**src/rtl/clock_divider_bank_pkg.sv**
```systemverilog
// Shared constants and helpers for the clock divider bank.
// No ports; imported by the interface, the channel and the top level.
package clk_gen_pkg;

    localparam int MAX_CH    = 16;
    localparam int DEF_DIV_W = 4;

    // Start-phase preload limited to the last count of a half period.
    // A stopped channel (div of 0) always starts from count 0.
    function automatic int clamp_phase(input int phase, input int div);
        if (div == 0) begin
            return 0;
        end
        if (phase > div - 1) begin
            return div - 1;
        end
        return phase;
    endfunction

endpackage

```
**src/rtl/clock_divider_bank_if.sv**
```systemverilog
// Runtime divide-ratio config port (valid/ready handshake).
// Ports: cfg_valid, cfg_ch, cfg_div from master; cfg_ready from slave.
interface clock_divider_bank_if #(
    parameter int DIV_W = 4
);
    logic             cfg_valid;
    logic [3:0]       cfg_ch;
    logic [DIV_W-1:0] cfg_div;
    logic             cfg_ready;

    modport master (
        output cfg_valid,
        output cfg_ch,
        output cfg_div,
        input  cfg_ready
    );

    modport slave (
        input  cfg_valid,
        input  cfg_ch,
        input  cfg_div,
        output cfg_ready
    );
endinterface

```
**src/rtl/clock_divider_bank_channel.sv**
```systemverilog
// One divider channel: half-period counter, level, tick, shadow divide.
// Ports: clock, reset, start, run, wr, wr_div in; clk_out, tick, pending out.
module clock_divider_channel
    import clk_gen_pkg::*;
#(
    parameter int               DIV_W      = DEF_DIV_W,
    parameter logic [DIV_W-1:0] DIV_INIT   = 1,
    parameter logic [DIV_W-1:0] PHASE_INIT = '0,
    parameter logic             INV        = 1'b0
) (
    input  logic             clock,
    input  logic             reset,
    input  logic             start,
    input  logic             run,
    input  logic             wr,
    input  logic [DIV_W-1:0] wr_div,
    output logic             clk_out,
    output logic             tick,
    output logic             pending
);

    logic [DIV_W-1:0] div_q, div_d;
    logic [DIV_W-1:0] cnt_q, cnt_d;
    logic [DIV_W-1:0] shadow_q, shadow_d;
    logic             level_q, level_d;
    logic             pend_q, pend_d;
    logic             wrap;

    assign wrap    = (cnt_q == div_q - 1'b1);
    assign pending = pend_q;

    always_comb begin
        div_d    = div_q;
        cnt_d    = cnt_q;
        shadow_d = shadow_q;
        level_d  = level_q;
        pend_d   = pend_q;
        if (start) begin
            cnt_d   = DIV_W'(clamp_phase(int'(PHASE_INIT), int'(div_q)));
            level_d = 1'b0;
        end else if (run) begin
            if (div_q == '0) begin
                // Stopped: a pending ratio applies on the very next edge.
                cnt_d   = '0;
                level_d = 1'b0;
                if (pend_q) begin
                    div_d  = shadow_q;
                    pend_d = 1'b0;
                end
            end else if (wrap) begin
                cnt_d   = '0;
                level_d = ~level_q;
                // Only a falling edge may swap the ratio (glitch-free).
                if (level_q && pend_q) begin
                    div_d  = shadow_q;
                    pend_d = 1'b0;
                end
            end else begin
                cnt_d = cnt_q + 1'b1;
            end
            // wr is only possible while pend_q is low, so no apply clash.
            if (wr) begin
                shadow_d = wr_div;
                pend_d   = 1'b1;
            end
        end
    end

    always_ff @(posedge clock or negedge reset) begin
        if (!reset) begin
            div_q    <= DIV_INIT;
            cnt_q    <= '0;
            shadow_q <= '0;
            level_q  <= 1'b0;
            pend_q   <= 1'b0;
            clk_out  <= INV;
            tick     <= 1'b0;
        end else begin
            div_q    <= div_d;
            cnt_q    <= cnt_d;
            shadow_q <= shadow_d;
            level_q  <= level_d;
            pend_q   <= pend_d;
            clk_out  <= level_d ^ INV;
            tick     <= level_d & ~level_q;
        end
    end

endmodule

```
**src/rtl/clock_divider_bank.sv**
```systemverilog
// Multi-channel clock divider bank with runtime ratio reconfiguration.
// Ports: clock, reset, cfg (config slave); clk_out, tick, ready out.
module clock_divider_bank
    import clk_gen_pkg::*;
#(
    parameter int                      NUM_CH      = 4,
    parameter int                      DIV_W       = DEF_DIV_W,
    parameter logic [NUM_CH*DIV_W-1:0] DIV_INIT    = {4'd2, 4'd2, 4'd1, 4'd1},
    parameter logic [NUM_CH*DIV_W-1:0] PHASE_INIT  = '0,
    parameter logic [NUM_CH-1:0]       INV_INIT    = 4'b0010,
    parameter int                      START_DELAY = 2
) (
    input  logic                 clock,
    input  logic                 reset,
    clock_divider_bank_if.slave  cfg,
    output logic [NUM_CH-1:0]    clk_out,
    output logic [NUM_CH-1:0]    tick,
    output logic                 ready
);

    localparam int SW = $clog2(START_DELAY + 1);

    logic [SW-1:0]     scnt_q;
    logic              ready_q;
    logic              start;
    logic              xfer;
    logic              sel_pend;
    logic [NUM_CH-1:0] pend;
    logic [NUM_CH-1:0] wr;

    // start is the single edge S on which all channels load their phase.
    assign start = !ready_q && (scnt_q == SW'(START_DELAY - 1));
    assign ready = ready_q;

    always_ff @(posedge clock or negedge reset) begin
        if (!reset) begin
            scnt_q  <= '0;
            ready_q <= 1'b0;
        end else if (!ready_q) begin
            scnt_q <= scnt_q + 1'b1;
            if (start) begin
                ready_q <= 1'b1;
            end
        end
    end

    // Out-of-range channel indices match nothing: accepted, discarded.
    always_comb begin
        sel_pend = 1'b0;
        for (int i = 0; i < NUM_CH; i++) begin
            if (int'(cfg.cfg_ch) == i) begin
                sel_pend = pend[i];
            end
        end
    end

    assign cfg.cfg_ready = ready_q && !sel_pend;
    assign xfer          = cfg.cfg_valid && cfg.cfg_ready;

    for (genvar g = 0; g < NUM_CH; g++) begin : g_ch
        assign wr[g] = xfer && (int'(cfg.cfg_ch) == g);

        clock_divider_channel #(
            .DIV_W      (DIV_W),
            .DIV_INIT   (DIV_INIT[g*DIV_W +: DIV_W]),
            .PHASE_INIT (PHASE_INIT[g*DIV_W +: DIV_W]),
            .INV        (INV_INIT[g])
        ) u_ch (
            .clock   (clock),
            .reset   (reset),
            .start   (start),
            .run     (ready_q),
            .wr      (wr[g]),
            .wr_div  (cfg.cfg_div),
            .clk_out (clk_out[g]),
            .tick    (tick[g]),
            .pending (pend[g])
        );
    end

endmodule

```
**src/flat_wrapper.sv**
```systemverilog
// flat-port wrapper written by rule: the top's interface ports become plain ports
module clock_divider_bank_flat import clk_gen_pkg::*;
#(
    parameter int                      NUM_CH      = 4,
    parameter int                      DIV_W       = DEF_DIV_W,
    parameter logic [NUM_CH*DIV_W-1:0] DIV_INIT    = {4'd2, 4'd2, 4'd1, 4'd1},
    parameter logic [NUM_CH*DIV_W-1:0] PHASE_INIT  = '0,
    parameter logic [NUM_CH-1:0]       INV_INIT    = 4'b0010,
    parameter int                      START_DELAY = 2
)
  (clock, reset, clk_out, tick, ready, cfg_cfg_valid, cfg_cfg_ch, cfg_cfg_div, cfg_cfg_ready);
  clock_divider_bank_if #(.DIV_W(DIV_W)) cfg_i ();
  input  logic clock;
  input  logic reset;
  output logic [NUM_CH-1:0] clk_out;
  output logic [NUM_CH-1:0] tick;
  output logic ready;
  input wire logic [$bits(cfg_i.cfg_valid)-1:0] cfg_cfg_valid;
  input wire logic [$bits(cfg_i.cfg_ch)-1:0] cfg_cfg_ch;
  input wire logic [$bits(cfg_i.cfg_div)-1:0] cfg_cfg_div;
  output wire logic [$bits(cfg_i.cfg_ready)-1:0] cfg_cfg_ready;
  assign cfg_i.cfg_valid = cfg_cfg_valid;
  assign cfg_i.cfg_ch = cfg_cfg_ch;
  assign cfg_i.cfg_div = cfg_cfg_div;
  assign cfg_cfg_ready = cfg_i.cfg_ready;
  clock_divider_bank #(.NUM_CH(NUM_CH), .DIV_W(DIV_W), .DIV_INIT(DIV_INIT), .PHASE_INIT(PHASE_INIT), .INV_INIT(INV_INIT), .START_DELAY(START_DELAY)) u_core (.clock(clock), .reset(reset), .cfg(cfg_i), .clk_out(clk_out), .tick(tick), .ready(ready));
endmodule
```
**config.mk**
```make
export PLATFORM = sky130hd
export DESIGN_NAME = clock_divider_bank_flat
export DESIGN_NICKNAME = d
export VERILOG_FILES = /design/src/rtl/clock_divider_bank_pkg.sv /design/src/rtl/clock_divider_bank_if.sv /design/src/rtl/clock_divider_bank_channel.sv /design/src/rtl/clock_divider_bank.sv /design/src/flat_wrapper.sv
export SDC_FILE = /design/constraint.sdc
export NUM_CORES = 1
export LEC_CHECK = 0
export BUFFER_PORTS_ARGS = -buffer_cell sky130_fd_sc_hd__buf_4
export CAP_MARGIN = 20
export CORE_MARGIN = 1
export CORE_UTILIZATION = 38
export CTS_CLUSTER_DIAMETER = 120
export DETAILED_ROUTE_END_ITERATION = 10
export GPL_TIMING_DRIVEN = 0
export PLACE_DENSITY_LB_ADDON = 0.08
export SYNTH_ARGS = -nofsm -noshare
export SYNTH_HDL_FRONTEND = slang
export SYNTH_SLANG_ARGS = --single-unit
```
**constraint.sdc**
```tcl
create_clock -name clock -period 3.23 [get_ports clock]
set_input_delay 0.969 -clock clock [delete_from_list [all_inputs] [get_ports clock]]
set_output_delay 0.969 -clock clock [all_outputs]
set_load 0.05 [all_outputs]
```
==> results.md <==
- The total routed wirelength is 6960 µm.
- Summing all non-filler instances in the final layout gives an area of 3850 µm².
- The max-slew violation total from the final report is 0.
- The total DRC errors in the routed layout is 0.
- The cell count after synthesis is between 300 and 400.
- The clock root buffer master is clkbuf_8.
- The path class of the lowest-slack min-delay path is reg -> reg.
- The post-synthesis cell area is around 3400 µm².
- Counting every sink on the clock net gives 64.
- The worst reg2reg path startpoint is u_core.g_ch[1].u_ch.div_q[0].
- The detailed router finished its first iteration with 76 violations.
- The type of destination of the critical path is an output port.
- The first global-routing pass estimated approximately 12000 µm of wire.
- Routability-driven placement finished with a final weighted congestion of between 0.7 and 0.8.
- The quantity of hold-fixing buffers added after cts is 0.
- The initialized floorplan defines 34 standard-cell rows.
- The final period utilization is 0.934.
- The endpoint identified for the worst register-to-register timing path is u_core.g_ch[1].u_ch.div_q[1].
- Data on the critical path is required at its endpoint by 2.26 ns.
- Global routing finished with a remaining overflow of 0.
- The internal reg-to-reg setup slack is roughly 0.72 ns.
- Setup repair after global routing left no endpoint under its margin.
- The number of hold violations in the final report is 0.
- The static power due to leakage is 1.73 nW.
- Fill cells in the final layout number roughly 860.
- The flow ran to the end, and the final reports show no timing, DRC or antenna violations.
- The antenna diode count is 0.
- The area after detailed placement is between 3000 and 4000 µm².
- The die is about 97 µm wide.
- The sequential fraction of the synthesis area is 0.471.
- The number of setup violations in the final report is 0.
- At the end of the flow, the number of nets in the layout was 361.
- Along the worst hold path, the cell count comes to 1.
- At the later pin of the worst-skew pair, clock insertion delay measures 0.34 ns.
- Counting cells, the worst reg-to-reg path comes to 7.
- 21 I/O pins were placed.
- The biggest fanout along the worst timing path is 15.
- In this run the number of H-tree levels came out at 3.
- The most common library cell in the layout ignoring fill and taps is dfrtp_1.
- The worst pin sits at a relative slew slack of 0.466.
- The fraction of final layout cells sized beyond drive strength 1 is 0.235.
- The TritonCTS buffer count is 9.
- TritonCTS built the clock tree.
- The floorplan step defined a die boundary enclosing 9360 µm².
- The measured slew at the worst slew-check pin is around 0.80 ns.
- The worst setup slack after placement is -0.00427 ns.
- The library cells used most frequently in the layout, excluding fill and tap cells, are 59 x dfrtp_1, 28 x buf_4, 24 x mux2_2, 23 x nand2_1, 18 x inv_1.
- The count of placed standard cells in the final layout, fillers left out is approximately 450.
- The maximum number of buffers from clock root to sink is 2.
- The number of placed instances, taps included, is between 400 and 500.
- From synthesis to final layout, the design area changed by 12.9%.
- For this run, the number of Yosys warnings is 0.
- Dividing the detail-routed wire length by the instance count gives ~16 µm.
- Clock-pin slew was measured on the worst setup and hold paths at around 0.070 ns.
- The reported max-cap violation count is 0.
- The synthesized net count is about 330.
- The number of distinct standard cells referenced by the synthesized netlist is 57.
- The worst setup skew after layout is a little under 0.007 ns.
- The count of vias placed by the detailed router is between 2000 and 2500.
- The endpoint with the worst hold slack is u_core.scnt_q[0].
- The total core area is just under 9000 µm².
- The via count of the first global-routing pass is between 2000 and 2500.
- Counting flops with a built-in enable in the synthesized netlist gives 0.
- VDD sags by at most 392 µV.
- Each instance of the synthesized netlist takes up on average 11.1 µm².
- The die span in y is 96.8 µm.
- The number of gates given a new drive strength after cts is 2.
- In this run, synthesis produced a sequential element count of 64.
- Entering global routing, the biggest net connects 65 pins.
- Derived from the worst setup path, the maximum achievable clock frequency is around 0.33 GHz.
- The critical path in this run is classified as reg -> out.
- The initial antenna violation count is 0.
- For this configuration, the core starts out at a cell density of 0.391.
- The number of buffers added for setup after CTS is 0.
- Measured on the finished design, the core utilization comes to 0.442.
- For this run, the leading register cell type out of synthesis is dfrtp_1.
- Once detailed placement completed, the half-perimeter wirelength came to 5000 µm.
- The final worst setup slack is between 0.2 and 0.25 ns.
- The start point of the worst hold path is u_core.scnt_q[0].
- Port buffering added 20 buffers.
- The total global routing track utilization is 0.165.
- The final critical path time including I/O delays and setup is 3.02 ns.
- For this run, the detailed router's first-pass iteration total came to 4.
- Data arrives at the worst endpoint at about 2.1 ns.
- The count of nets left with antenna violations once routing finished came out at 0.
- The type of element launching the critical path is a register.
- The async set-or-reset flop fraction in the synthesized netlist is 1.00.
- Dividing total power by cell area gives a power density of between 900 and 1000 nW/µm².
- In the routed layout, each cell is associated on average with a via count of approximately 5.3.
## worst max-delay path by stage
| stage | start | to | cells after the start | slack, ns |
|---|---|---|---|---|
| finish | u_core.ready | cfg_cfg_ready | 4 | 0.21 |
| global route | u_core.ready | cfg_cfg_ready | 4 | 0.08 |
| CTS | u_core.ready | cfg_cfg_ready | 4 | 0.16 |
| detailed placement | u_core.ready | cfg_cfg_ready | 5 | -0.004 |
| global placement | u_core.ready | cfg_cfg_ready | 5 | 0.02 |
| floorplan | u_core.ready | cfg_cfg_ready | 4 | 0.19 |
## power by group
part	total [mW]	switching, mW	internal [mW]
combinational	1.66	0.853	0.806
clock	0.577	0.286	0.291
sequential	1.35	0.262	1.08
total	3.58	1.40	2.18
## worst max-delay path, stage by stage (launching register included)
cell and delay, ns:
dfrtp_1 0.65, clkbuf_2 0.33, clkbuf_2 0.31, a21boi_2 0.22
buf_4 0.21
## layout make-up
| type | count | area [µm²] | share of cell area |
|---|---|---|---|
| multi-input cells | 210 | 1650 | 0.429 |
| flip-flops and latches | 64 | 1610 | 0.417 |
| repair buffers | 20 | 150 | 0.0390 |
| clock buffers | 13 | 149 | 0.0386 |
| well taps | 108 | 135 | 0.0351 |
| plain buffers | 14 | 85.1 | 0.0221 |
| inverters | 18 | 67.6 | 0.0175 |
| clock inverters | 1 | 5.00 | 0.00130 |
## through the flow
stage | hold slack (ns) | power [mW] | TNS, ns
finish | 0.470 | 3.58 | 0
global route | 0.483 | 3.88 | 0
global placement | 0.464 | 3.01 | 0
detailed placement | 0.470 | 3.04 | -0.00427
floorplan | 0.444 | 2.68 | 0
CTS | 0.479 | 3.63 | 0
## layer usage
layer,vias up,global-route usage,share of wire
met4,0,0.0700,0.022
met3,11,0.0412,0.025
met1,1161,0.204,0.46
met5,-,0,0
met2,24,0.274,0.49
li1,1161,-,-
## flip-flops by register name, summed over array words and instances (netlist names)
name / cells
u_core.g_ch.u_ch.pending: 4
u_core.g_ch.u_ch.cnt_q: 16
u_core.ready: 1
u_core.g_ch.u_ch.tick: 4
u_core.g_ch.u_ch.div_q: 16
u_core.g_ch.u_ch.level_q: 4
u_core.scnt_q: 2
u_core.g_ch.u_ch.clk_out: 1
u_core.g_ch.u_ch.shadow_q: 16
## cells by family after synthesis
group           after synthesis  synth area share
xor+xnor                     25            0.0774
flops                        64             0.471
simple gates                 89             0.147
compound gates               55             0.116
buf+inv                      33            0.0451
mux                          28            0.0953
fa+ha+maj                    13            0.0477
## cell usage after synthesis (8+ instances only)
cell / n / area (µm²)
dfrtp_1: 59 / 1480
mux2_2: 24 / 270
nand2_1: 23 / 86.3
inv_1: 18 / 67.6
xnor2_1: 16 / 140
ha_1: 13 / 163
o21ai_0: 12 / 60.1
nor3_1: 11 / 55.1
buf_4: 8 / 60.1
nand2b_1: 8 / 50.1
nand3_1: 8 / 40.0
Note: power is estimated with default switching activity, not from simulation.
